==> config.mk <==
export PLATFORM = sky130hd
export DESIGN_NAME = thumb_fetch_queue
export DESIGN_NICKNAME = d
export VERILOG_FILES = /design/src/rtl/thumb_fetch_queue.sv
export SDC_FILE = /design/constraint.sdc
export NUM_CORES = 1
export LEC_CHECK = 0
export BUFFER_PORTS_ARGS = -buffer_cell sky130_fd_sc_hd__buf_2
export CORE_UTILIZATION = 31
export DETAILED_ROUTE_END_ITERATION = 6
export PLACE_DENSITY_LB_ADDON = 0.12
export SYNTH_ARGS = -nofsm -noshare
export SYNTH_HDL_FRONTEND = slang
export SYNTH_SLANG_ARGS = --single-unit
export TNS_END_PERCENT = 50
==> constraint.sdc <==
create_clock -name clk -period 5.9 [get_ports clk]
set_input_delay 1.18 -clock clk [delete_from_list [all_inputs] [get_ports clk]]
set_output_delay 1.18 -clock clk [all_outputs]
set_load 0.05 [all_outputs]
==> src/rtl/thumb_fetch_queue.sv <==
// Thumb/Thumb-2 fetch queue: buffers fetched halfwords and presents whole 16/32-bit instructions.
// Latency: an instruction is presented the cycle after its last halfword is pushed.
// Backpressure: fetch stops when the queue is full; the head holds steady while inst_ready is low.
module thumb_fetch_queue #(
  parameter int             DEPTH    = 8,
  parameter int             AW       = 21,
  parameter logic [AW-1:0]  RESET_PC = '0
) (
  input  logic          clk,
  input  logic          rst,
  input  logic          flush,
  input  logic [AW-1:0] flush_pc,
  output logic          mem_req,
  output logic [AW-1:0] mem_addr,
  input  logic          mem_ack,
  input  logic [15:0]   mem_hw,
  output logic          inst_valid,
  input  logic          inst_ready,
  output logic [31:0]   inst,
  output logic          inst_is32,
  output logic [AW-1:0] inst_addr,
  output logic [31:0]   inst_count
);

  localparam int PW = $clog2(DEPTH);
  localparam int CW = PW + 1;
  localparam logic [CW-1:0] FULL = CW'(DEPTH);
  localparam logic [CW-1:0] ONE  = CW'(1);
  localparam logic [CW-1:0] TWO  = CW'(2);

  logic [15:0]   q_mem [DEPTH];
  logic [PW-1:0] rptr;
  logic [PW-1:0] wptr;
  logic [PW-1:0] rptr1;
  logic [CW-1:0] count;
  logic [AW-1:0] fetch_pc;
  logic [AW-1:0] head_addr;
  logic [31:0]   icount;

  logic [15:0]   h0;
  logic [15:0]   h1;
  logic          head_is32;
  logic          push;
  logic          pop;
  logic [1:0]    pop_n;

  // Second halfword of the head lives one slot later, wrapping naturally at DEPTH.
  assign rptr1     = rptr + PW'(1);
  assign h0        = q_mem[rptr];
  assign h1        = q_mem[rptr1];
  assign head_is32 = (h0[15:11] == 5'b11101) || (h0[15:11] == 5'b11110) ||
                     (h0[15:11] == 5'b11111);

  assign mem_req    = !rst && !flush && (count < FULL);
  assign mem_addr   = fetch_pc;
  assign inst_valid = !rst && !flush &&
                      (((count >= ONE) && !head_is32) || ((count >= TWO) && head_is32));
  assign inst       = head_is32 ? {h0, h1} : {h0, 16'h0000};
  assign inst_is32  = head_is32;
  assign inst_addr  = head_addr;
  assign inst_count = icount;

  assign push  = mem_req && mem_ack;
  assign pop   = inst_valid && inst_ready;
  assign pop_n = pop ? (head_is32 ? 2'd2 : 2'd1) : 2'd0;

  // Halfword storage; stale entries are never read because count gates the head.
  always_ff @(posedge clk) begin
    if (push) q_mem[wptr] <= mem_hw;
  end

  // Queue pointers, occupancy, fetch/consume addresses and retired-instruction counter.
  always_ff @(posedge clk) begin
    if (rst) begin
      rptr      <= '0;
      wptr      <= '0;
      count     <= '0;
      fetch_pc  <= RESET_PC;
      head_addr <= RESET_PC;
      icount    <= '0;
    end else if (flush) begin
      rptr      <= '0;
      wptr      <= '0;
      count     <= '0;
      fetch_pc  <= flush_pc;
      head_addr <= flush_pc;
    end else begin
      count <= count + CW'(push) - CW'(pop_n);
      if (push) begin
        wptr     <= wptr + PW'(1);
        fetch_pc <= fetch_pc + AW'(1);
      end
      if (pop) begin
        rptr      <= rptr + PW'(pop_n);
        head_addr <= head_addr + AW'(pop_n);
        icount    <= icount + 32'd1;
      end
    end
  end

endmodule

==> results of run 1 <==
-- path summary, 6_finish.rpt --
check	startpoint	endpoint	slack, ns	cells after the start
max	register	inst[14]	0.94	7
min	inst_count[25]$_SDFFE_PP0P_	inst_count[25]$_SDFFE_PP0P_	0.50	2
max reg2reg	register	inst_addr[18]$_SDFFE_PP0P_	1.09	13
min reg2reg	inst_count[25]$_SDFFE_PP0P_	inst_count[25]$_SDFFE_PP0P_	0.50	2
-- area by class of cell --
cell class              count  area (µm²)
multi-input cells         595        4700
fillers                  3330       20800
flip-flops and latches    215        5590
well taps                 448         561
clock buffers              30         687
repair buffers            175         938
diodes                      1        2.50
clock inverters            16         173
inverters                  33         124
-- registers in the layout, summed over array words and instances, names as in the netlist, named ones only --
name	count
wptr	3
mem_addr	21
count	4
rptr	3
inst_addr	21
inst_count	32
q_mem	128
-- logic make-up (layout without fill, tap and decap cells) --
kind of cell / count (synthesis) / in the layout / share of synthesized area [%]
buf+inv: 82 / 254 / 3.04
xor+xnor: 12 / 12 / 0.994
fa+ha+maj: 16 / 16 / 2.11
other cells: 0 / 1 / 0
compound gates: 181 / 181 / 11.1
simple gates: 306 / 306 / 14.6
mux: 80 / 80 / 15.3
flops: 215 / 215 / 52.8
-- placed cells by master, fill, tap and decap left out, types with 6 or more instances in the layout --
cell | Yosys | final
a21oi_1 | 61 | 61
a311oi_1 | 7 | 7
a31oi_1 | 8 | 8
and2_1 | 7 | 7
and3_1 | 13 | 13
and4_1 | 6 | 6
buf_2 | 8 | 150
buf_4 | 1 | 25
clkbuf_16 | 0 | 27
clkinv_1 | 3 | 9
clkinv_2 | 0 | 6
dfxtp_1 | 87 | 85
edfxtp_1 | 128 | 128
ha_1 | 13 | 12
inv_1 | 30 | 30
mux2_2 | 15 | 15
mux4_2 | 64 | 64
nand2_1 | 89 | 89
nand2b_1 | 6 | 6
nand3_1 | 27 | 27
nand4_1 | 20 | 20
nor2_1 | 59 | 59
nor3_1 | 21 | 17
nor4_1 | 7 | 6
o21ai_0 | 44 | 44
o31ai_1 | 12 | 12
or3_1 | 19 | 19
or4_1 | 13 | 13
xnor2_1 | 7 | 6
-- per-stage QoR --
step | hold WS, ns | setup WS (ns) | total power [W]
2_1_floorplan | 0.489 | 0.688 | 0.00182
3_3_place_gp | 0.482 | 1.25 | 0.00191
3_5_place_dp | 0.486 | 1.09 | 0.00191
4_1_cts | 0.499 | 0.976 | 0.00353
5_1_grt | 0.530 | 0.589 | 0.00361
6_report | 0.500 | 0.936 | 0.00349
-- where the power goes --
part	switching, W	internal (W)
logic	0.000170	0.0000634
clock network	0.000617	0.000998
registers	0.0000293	0.00161
total	0.000816	0.00267
-- cell usage after synthesis (3+ instances only) --
cell,number
and2_1,7
or4_1,13
nor4b_1,4
and4_1,6
mux4_2,64
ha_1,13
a211oi_1,5
nor3_1,21
and3_1,13
or3_1,19
nor4_1,7
mux2_2,15
a31oi_1,8
a2111oi_0,4
nand2_1,89
a311oi_1,7
fa_1,3
buf_2,8
buf_1,7
o2111a_1,5
o211ai_1,4
nand3_1,27
dfxtp_1,87
clkbuf_1,33
o21ai_0,44
xor2_1,5
a21oi_1,61
nand4_1,20
nor3b_1,4
nand2b_1,6
o41ai_1,3
edfxtp_1,128
or2_2,4
nor2_1,59
a222oi_1,5
inv_1,30
or4b_2,3
o31ai_1,12
clkinv_1,3
a221oi_1,3
xnor2_1,7
-- worst max-delay path: cells and delay by family (launching register included) --
family	cells	cell delay, ns
flops	1	1.04
buf+inv	2	0.60
compound gates	2	1.10
simple gates	3	0.52
-- metal layers --
layer | wire [µm] | track usage, %
met5 | 0 | 0
met4 | 541 | 3.75
met3 | 1750 | 3.33
met2 | 14700 | 29.3
met1 | 13500 | 22.5
==> out/metrics.yaml, run 1 <==
grt_pass1_vias: 8048
layout_min_cycle_time_ns: 4.96
design_area_mm2: 0.0128
clk_latency_ns: 0.52
htree_levels: 1
finalSetupViolations: 0
area_growth_pct: 20.8
io_pins: 151
max_stage_delay_ns: 1.04
cts-root-buf: "clkbuf_16"
yosys_warnings: 0
wl_per_cell_um: 20.2
ant_nets: 0
p_per_area_mw_per_mm2: 273
portBuffers: 150
synthTopCellsByArea: "edfxtp_1 (36%), dfxtp_1 (16%), mux4_2 (14%)"
dp_hpwl_um: 19800
place_area_mm2: 0.0119
cts_buffers: 26
rsz0062_at_grt: "false"
crit_type: "reg2out"
max-cap-violations: 0
grt_max_degree: 42
grt_pass1_wl_um: 46800
status: "complete, no violations"
async_flop_share_pct: 0
fin_cells: 1513
die_w_um: 187
cp.arrival_ns: 3.78
worstPathCellList: "nor3_1 -> a2111oi_0 -> nor4_1 -> nand2b_1 -> buf_4 -> a21oi_1 -> buf_2"
ys_seq_elements: 215
synth_top_area_share_pct: 36.3
postSynthCellCount: 892
clk_pin_slew_ns: 0.06
synth_edf_count: 128
vias: 8062
drc: 0
drive_gt1_share_pct: 28.9
slew_headroom_pct: 28.4
syn_avg_cell_area_um2: 11.9
num-nets-final: 1104
p_leak_nw: 4.47
antenna_found_initial: 1
cts_hold_buffers: 0
clock_skew_ns: 0.0107
synthesis.area_mm2: 0.0106
start_util_pct: 31.5
synth_seq_area_share_pct: 52.8
ir_drop_mv: 0.186
fin_util_pct: 38.1
core_area_mm2: 0.0335
crit_fanout: 41
drtIter0Drc: 464
cts_sinks: 215
fin_tns_setup_ns: 0
yosysTopAreaCell: "edfxtp_1"
ctsResizeCount: 0
timing.final.crit_share_pct: 84.1
dominantRegCellSynth: "edfxtp_1"
cts_buffer_depth: 3
tritoncts: "yes"
startpoint_type: "register"
drt_wl_total_um: 30500
dieArea_mm2: 0.0349
rows: 67
yosysUniqueCellTypes: 61
tightestPinTransition_ns: 1.07
firstDrtPassIters: 6
critPathRequiredTime_ns: 4.72
post-cts-setup-buffers: 0
grt_overflow_total: 0
die_h_um: 187
hold_viol: 0
cp_slowest_cell: "dfxtp_2"
synth_nets: 950
gp_congestion: 0.757
dpl.cell_count: 1466
min_path_type: "reg2reg"
via_per_inst: 5.33
fmax_mhz: 201
slew_violations: 0
endpoint_kind: "output port"
grt_usage_pct: 17.2
(Power assumes the default switching activity.)
==> inputs of run 2 (changes only) <==
--- a/config.mk
+++ b/config.mk
@@ -5,6 +5,7 @@
 export SDC_FILE = /design/constraint.sdc
 export NUM_CORES = 1
 export LEC_CHECK = 0
+export ABC_AREA = 1
 export BUFFER_PORTS_ARGS = -buffer_cell sky130_fd_sc_hd__buf_2
 export CORE_UTILIZATION = 31
 export DETAILED_ROUTE_END_ITERATION = 6
==> constraint.sdc (replaced) <==
create_clock -name clk -period 5 [get_ports clk]
set_input_delay 1 -clock clk [delete_from_list [all_inputs] [get_ports clk]]
set_output_delay 1 -clock clk [all_outputs]
set_load 0.05 [all_outputs]
==> out/metrics.yaml, run 2 <==
status: "complete, no violations"
drc: 0  # unchanged
dp_hpwl_um: 23900  # +21%
start_util_pct: 31.8  # +0.26 points
grt_pass1_vias: 9822  # +22%
ctsResizeCount: 0  # unchanged
timing.final.crit_share_pct: 85.8
grt_pass1_wl_um: 55700  # +19%
gp_congestion: 0.826  # +9.2%
switching_share_pct: 23.3  # -0.074 points
portBuffers: 150  # unchanged
dominantRegCellSynth: "edfxtp_1"
hold_viol: 0  # unchanged
area_growth_pct: 19.1
synth_top_area_share_pct: 32.7  # -3.6 points
drive_gt1_share_pct: 19.2  # -9.7 points
core_area_mm2: 0.0370  # +10%
ys_seq_elements: 215  # unchanged
crit_fanout: 27  # -34%
die_h_um: 197  # +5.4%
pwr-share-clk_pct: 49.7  # +3.4 points
use_met1_pct: 23.2  # +0.71 points
startpoint_type: "register"
critPathRequiredTime_ns: 5.48  # +0.76 ns
drt_wl_total_um: 35500  # +16%
clk_pin_slew_ns: 0.06  # about the same
switchingPower_w: 0.00102  # +25%
fmax_mhz: 233
tritoncts: "yes"
power_frac_comb_pct: 6.2  # -0.5 points
p_leak_nw: 5.53  # +24%
cts_sinks: 215  # unchanged
firstDrtPassIters: 5  # -1
ant_nets: 0  # unchanged
wl_per_cell_um: 16.8  # -17%
final_cell_mix: "nand2_1 (345), buf_2 (150), nor2_1 (133), inv_1 (133), edfxtp_1 (128)"
synth_nets: 1510  # +59%
ir_drop_mv: 0.260  # +40%
dpl.cell_count: 2058  # +40%
vias: 10100  # +26%
p_int_w: 0.00336  # +26%
via_per_inst: 4.80  # -9.9%
cts_buffer_depth: 3  # unchanged
layout_min_cycle_time_ns: 4.29
post-cts-setup-buffers: 0  # unchanged
grt_usage_pct: 18.2  # +1.0 points
rsz0062_at_grt: "false"
cts_hold_buffers: 0  # unchanged
io_pins: 151  # unchanged
synth_common_cells: "nand2_1 (345), nor2_1 (139), inv_1 (133)"
cts_buffers: 28  # +7.7%
synthesis.area_mm2: 0.0118  # +11%
met3_usage_pct: 3.41  # +0.076 points
synth_edf_count: 128  # unchanged
slew_violations: 0  # unchanged
grt_overflow_total: 0  # unchanged
max-cap-violations: 0  # unchanged
tightestPinTransition_ns: 0.838  # -0.236 ns
holdWs_ns: 0.490  # -0.0100 ns
fin_cells: 2111  # +40%
die_w_um: 197  # +5.4%
p_per_area_mw_per_mm2: 313  # +15%
grt.met2_usage_pct: 31.9  # +2.6 points
final_common_cell: "nand2_1"
top_usage_layer: "met2"
yosys_warnings: 0  # unchanged
crit_type: "reg2reg"
drtIter0Drc: 505  # +8.8%
seq_power_share_pct: 44.0  # -3.0 points
largest_register_ffs: 128  # unchanged
cp.arrival_ns: 4.77  # +0.99 ns
num-nets-final: 1642  # +49%
antenna_found_initial: 3  # +2
rows: 70  # +4.5%
holdCritStartpoint: "wptr[0]$_SDFFE_PP0P_"
n_fill_cell: 3928  # +18%
dieArea_mm2: 0.0387  # +11%
endpoint_kind: "register"
fin_tns_setup_ns: 0  # unchanged
grt_max_degree: 68  # +62%
yosysUniqueCellTypes: 42  # -31%
htree_levels: 1  # unchanged
finalSetupViolations: 0  # unchanged
yosysTopAreaCell: "edfxtp_1"
synth_most_common_cell: "nand2_1"
async_flop_share_pct: 0  # unchanged
clk_latency_ns: 0.54  # +0.02 ns
clock_skew_ns: 0.0124  # +0.00170 ns
postSynthCellCount: 1452  # +63%
slew_headroom_pct: 44.1  # +16 points
cts-root-buf: "clkbuf_16"
syn_avg_cell_area_um2: 8.09  # -32%
rrSetupSlack_ns: 0.71  # -0.38 ns
synth_seq_area_share_pct: 47.5  # -5.3 points
min_path_type: "reg2reg"
synthTopCellsByArea: "edfxtp_1 (33%), dfxtp_1 (15%), nand2_1 (11%)"
top_register: "q_mem"
## run 2: final timing paths
check                           cells past startpoint                          to
worst max-delay path                               26  inst_addr[15]$_SDFFE_PP0P_
worst max register to register                     26  inst_addr[15]$_SDFFE_PP0P_
worst min-delay path                                2        wptr[0]$_SDFFE_PP0P_
worst min register to register                      2        wptr[0]$_SDFFE_PP0P_
## run 2: cell families (layout without fill, tap and decap cells)
group                      count (synthesis)  after routing  synth area share, %
adders and majority gates                 16             16                 1.90
other                                      0              1                    0
xor gates and xnor gates                  48             48                 3.58
and+or+nand+nor                          650            650                 23.5
AOI/OAI and AO/OA                        309            309                 15.7
DFF                                      215            215                 47.5
buffers and inverters                    214            368                 7.86
## run 2: worst max-delay path, stage by stage (launching register included)
cell	delay [ns]
dfxtp_2	0.60
inv_2	0.32
nand2_1	0.16
nand3_1	0.08
nand3_1	0.08
nand2_1	0.08
nand2_1	0.13
nand3_4	0.30
nand2_2	0.17
nand2_2	0.07
nand3_4	0.07
inv_2	0.04
nand2_1	0.12
inv_1	0.10
ha_1	0.28
nand2_1	0.04
o21ai_0	0.32
nand2_1	0.13
nor2_1	0.22
nand2_1	0.12
nor2_1	0.28
inv_1	0.09
o21ai_0	0.15
nand3_1	0.08
nand2_1	0.07
nor2_1	0.05
nor2_1	0.08
## run 2: power groups by stage
stage | clock network [W] | registers, W | logic (W)
floorplan | 0 | 0.00203 | 0.000118
CTS | 0.00224 | 0.00193 | 0.000278
finish | 0.00218 | 0.00193 | 0.000274
global route | 0.00231 | 0.00193 | 0.000298
global placement | 0 | 0.00197 | 0.000276
detailed placement | 0 | 0.00197 | 0.000278
## run 2: layout make-up
class | count | area (µm²) | share of cell area, %
Clock buffer | 39 | 823 | 5.88
Sequential cell | 215 | 5590 | 39.9
Timing Repair Buffer | 176 | 958 | 6.85
Inverter | 140 | 526 | 3.75
Tap cell | 504 | 631 | 4.51
Multi-Input combinational cell | 1023 | 5280 | 37.7
Clock inverter | 13 | 190 | 1.36
Antenna cell | 1 | 2.50 | 0.0179
## run 2: metal layers
| layer | share of wire [%] | wire (µm) |
|---|---|---|
| met3 | 4.9 | 1750 |
| met4 | 1.8 | 653 |
| met5 | 0.062 | 22 |
| met1 | 45 | 15800 |
| met2 | 49 | 17300 |
## run 2: per-stage QoR
stage | setup slack (ns) | util (%) | power, W | cell area [µm²]
finish | 0.710 | 37.9 | 0.00439 | 14000
global route | 0.108 | 37.9 | 0.00454 | 14000
CTS | 0.707 | 37.9 | 0.00445 | 14000
detailed placement | 0.699 | 35.1 | 0.00225 | 13000
global placement | 0.872 | 35.1 | 0.00225 | 13000
floorplan | 0.545 | - | 0.00215 | 11800
==> inputs of run 3 (changes only) <==
--- a/config.mk
+++ b/config.mk
@@ -7,7 +7,7 @@
 export LEC_CHECK = 0
 export ABC_AREA = 1
 export BUFFER_PORTS_ARGS = -buffer_cell sky130_fd_sc_hd__buf_2
-export CORE_UTILIZATION = 31
+export CORE_UTILIZATION = 25
 export DETAILED_ROUTE_END_ITERATION = 6
 export PLACE_DENSITY_LB_ADDON = 0.12
 export SYNTH_ARGS = -nofsm -noshare
==> constraint.sdc (replaced) <==
create_clock -name clk -period 3.81 [get_ports clk]
set_input_delay 0.762 -clock clk [delete_from_list [all_inputs] [get_ports clk]]
set_output_delay 0.762 -clock clk [all_outputs]
set_load 0.05 [all_outputs]
==> out/metrics.yaml, run 3 (synthesized netlist as in run 2, its figures left out) <==
status: "complete, no violations"
clock_skew_ns: 0.0277  # +0.0153 ns
drtIter0Drc: 512  # +1.4%
ir_drop_mv: 0.343  # +32%
critPathRequiredTime_ns: 3.05  # -2.43 ns
dp_slack_ns: 0.101  # -0.598 ns
start_util_pct: 25.3  # -6.5 points
seqCellArea_mm2: 0.00559  # about the same
clk_pin_slew_ns: 0.06  # about the same
final_common_cell: "nand2_1"
cts_buffers: 28  # unchanged
multi_input_area_mm2: 0.00531  # +0.50%
die_w_um: 219  # +11%
cp.arrival_ns: 2.75  # -2.02 ns
timing.final.crit_share_pct: 92.1
dieArea_mm2: 0.0479  # +24%
r2r_cells: 25  # -3.8%
startpoint_type: "register"
total_power_w: 0.00550  # +25%
rrSetupSlack_ns: 0.44  # -0.27 ns
drt_wl_total_um: 37800  # +6.6%
largest_register_ffs: 128  # unchanged
layout_setup_ws_ns: 0.303  # -0.407 ns
portBuffers: 150  # unchanged
routed-wl-met2_um: 18200  # +5.7%
vias: 10300  # +1.5%
grt_max_degree: 68  # unchanged
firstDrtPassIters: 5  # unchanged
core_area_mm2: 0.0465  # +26%
setup.worst_path.start: "rptr[1]$_SDFFE_PP0N_"
dpl.cell_count: 2178  # +5.8%
grt_pass1_vias: 9839  # +0.17%
gp_congestion: 0.821  # -0.67%
drive_gt1_share_pct: 20.5  # +1.3 points
p_leak_nw: 5.58  # +0.94%
tightestPinTransition_ns: 0.843  # +0.00437 ns
min_path_type: "in2reg"
rows: 79  # +13%
diodes: 0  # -1
top_register: "q_mem"
fin_cells: 2234  # +5.8%
endpoint_kind: "output port"
crit_end: "inst[15]"
grt_usage_pct: 15.6  # -2.6 points
die_h_um: 219  # +11%
grt_pass1_wl_um: 57700  # +3.5%
via_per_inst: 4.61  # -4.1%
area_growth_pct: 20.9
clk_latency_ns: 0.57  # +0.03 ns
final_cell_mix: "nand2_1 (345), buf_2 (151), inv_1 (133)"
layout_min_cycle_time_ns: 3.51
max-cap-violations: 0  # unchanged
cts_buffer_depth: 3  # unchanged
p_per_area_mw_per_mm2: 387  # +23%
wl_met3_um: 1950  # +11%
num-nets-final: 1663  # +1.3%
slew_headroom_pct: 43.8  # -0.29 points
design_area_mm2: 0.0142  # +1.5%
fin_tns_setup_ns: 0  # unchanged
htree_levels: 1  # unchanged
place_area_mm2: 0.0132  # +2.0%
wl_per_cell_um: 16.9  # +0.74%
antenna_found_initial: 1  # -2
slew_violations: 0  # unchanged
io_pins: 151  # unchanged
crit_type: "reg2out"
n_fill_cell: 5077  # +29%
ant_nets: 0  # unchanged
crit_fanout: 46  # +70%
grt_overflow_total: 0  # unchanged
cts_sinks: 215  # unchanged
finalSetupViolations: 0  # unchanged
dp_hpwl_um: 25600  # +6.9%
cts-root-buf: "clkbuf_16"
hold_viol: 0  # unchanged
fmax_mhz: 285
wl_met1_um: 16900  # +7.2%
top_layer: "met5"
tritoncts: "yes"
r2r-end: "inst_addr[10]$_SDFFE_PP0P_"
drc: 0  # unchanged
## run 3: metrics by stage
step                      hold slack, ns  utilization [%]
after floorplan                    0.463                -
after global routing               0.432             30.6
after detailed placement           0.490             28.5
after CTS                          0.420             30.5
after global placement             0.479             28.5
final                              0.465             30.6
## run 3: worst min-delay path by stage
stage                               from                     to  slack, ns  cells past startpoint
finish                         mem_hw[4]  q_mem[0][4]$_DFFE_PP_       0.46                      1
global route                   mem_hw[8]  q_mem[3][8]$_DFFE_PP_       0.43                      1
CTS                            mem_hw[8]  q_mem[1][8]$_DFFE_PP_       0.42                      1
detailed placement  wptr[0]$_SDFFE_PP0P_   wptr[0]$_SDFFE_PP0P_       0.49                      2
global placement    wptr[0]$_SDFFE_PP0P_   wptr[0]$_SDFFE_PP0P_       0.48                      2
floorplan           wptr[0]$_SDFFE_PP0P_   wptr[0]$_SDFFE_PP0P_       0.46                      2
## run 3: metal layers
metal,vias to the layer above,global-route usage [%]
met3,43,3.12
met2,187,26.6
li1,5178,-
met4,2,3.94
met5,-,0
met1,4878,20.1
## run 3: what timing repair did
action / 4_1_cts / 5_1_grt
buffers inserted: 0 / 4
endpoints found under the setup margin: 0 / 15
hold buffers: 0 / 0
resized for setup: 0 / 12
## run 3: layout make-up
| class | count | share of cell area, % |
|---|---|---|
| multi-input combinational | 1023 | 37.3 |
| clock buffer | 39 | 5.50 |
| timing repair buffer | 197 | 7.86 |
| inverter | 140 | 3.74 |
| clock inverter | 13 | 0.880 |
| tap | 607 | 5.34 |
| sequential | 215 | 39.3 |
## run 3: power breakdown
group | internal, W | total, W | switching, W
Clock | 0.00156 | 0.00260 | 0.00104
Combinational | 0.0000904 | 0.000365 | 0.000274
Sequential | 0.00249 | 0.00254 | 0.0000419
Total | 0.00414 | 0.00550 | 0.00135
## run 3: critical path, cell delays in order, from the launching register on
cell	delay, ns
dfxtp_1	0.35
ha_2	0.61
buf_12	0.28
o211ai_1	0.13
o21a_1	0.13
o21ai_0	0.36
nor2_1	0.10
buf_2	0.23
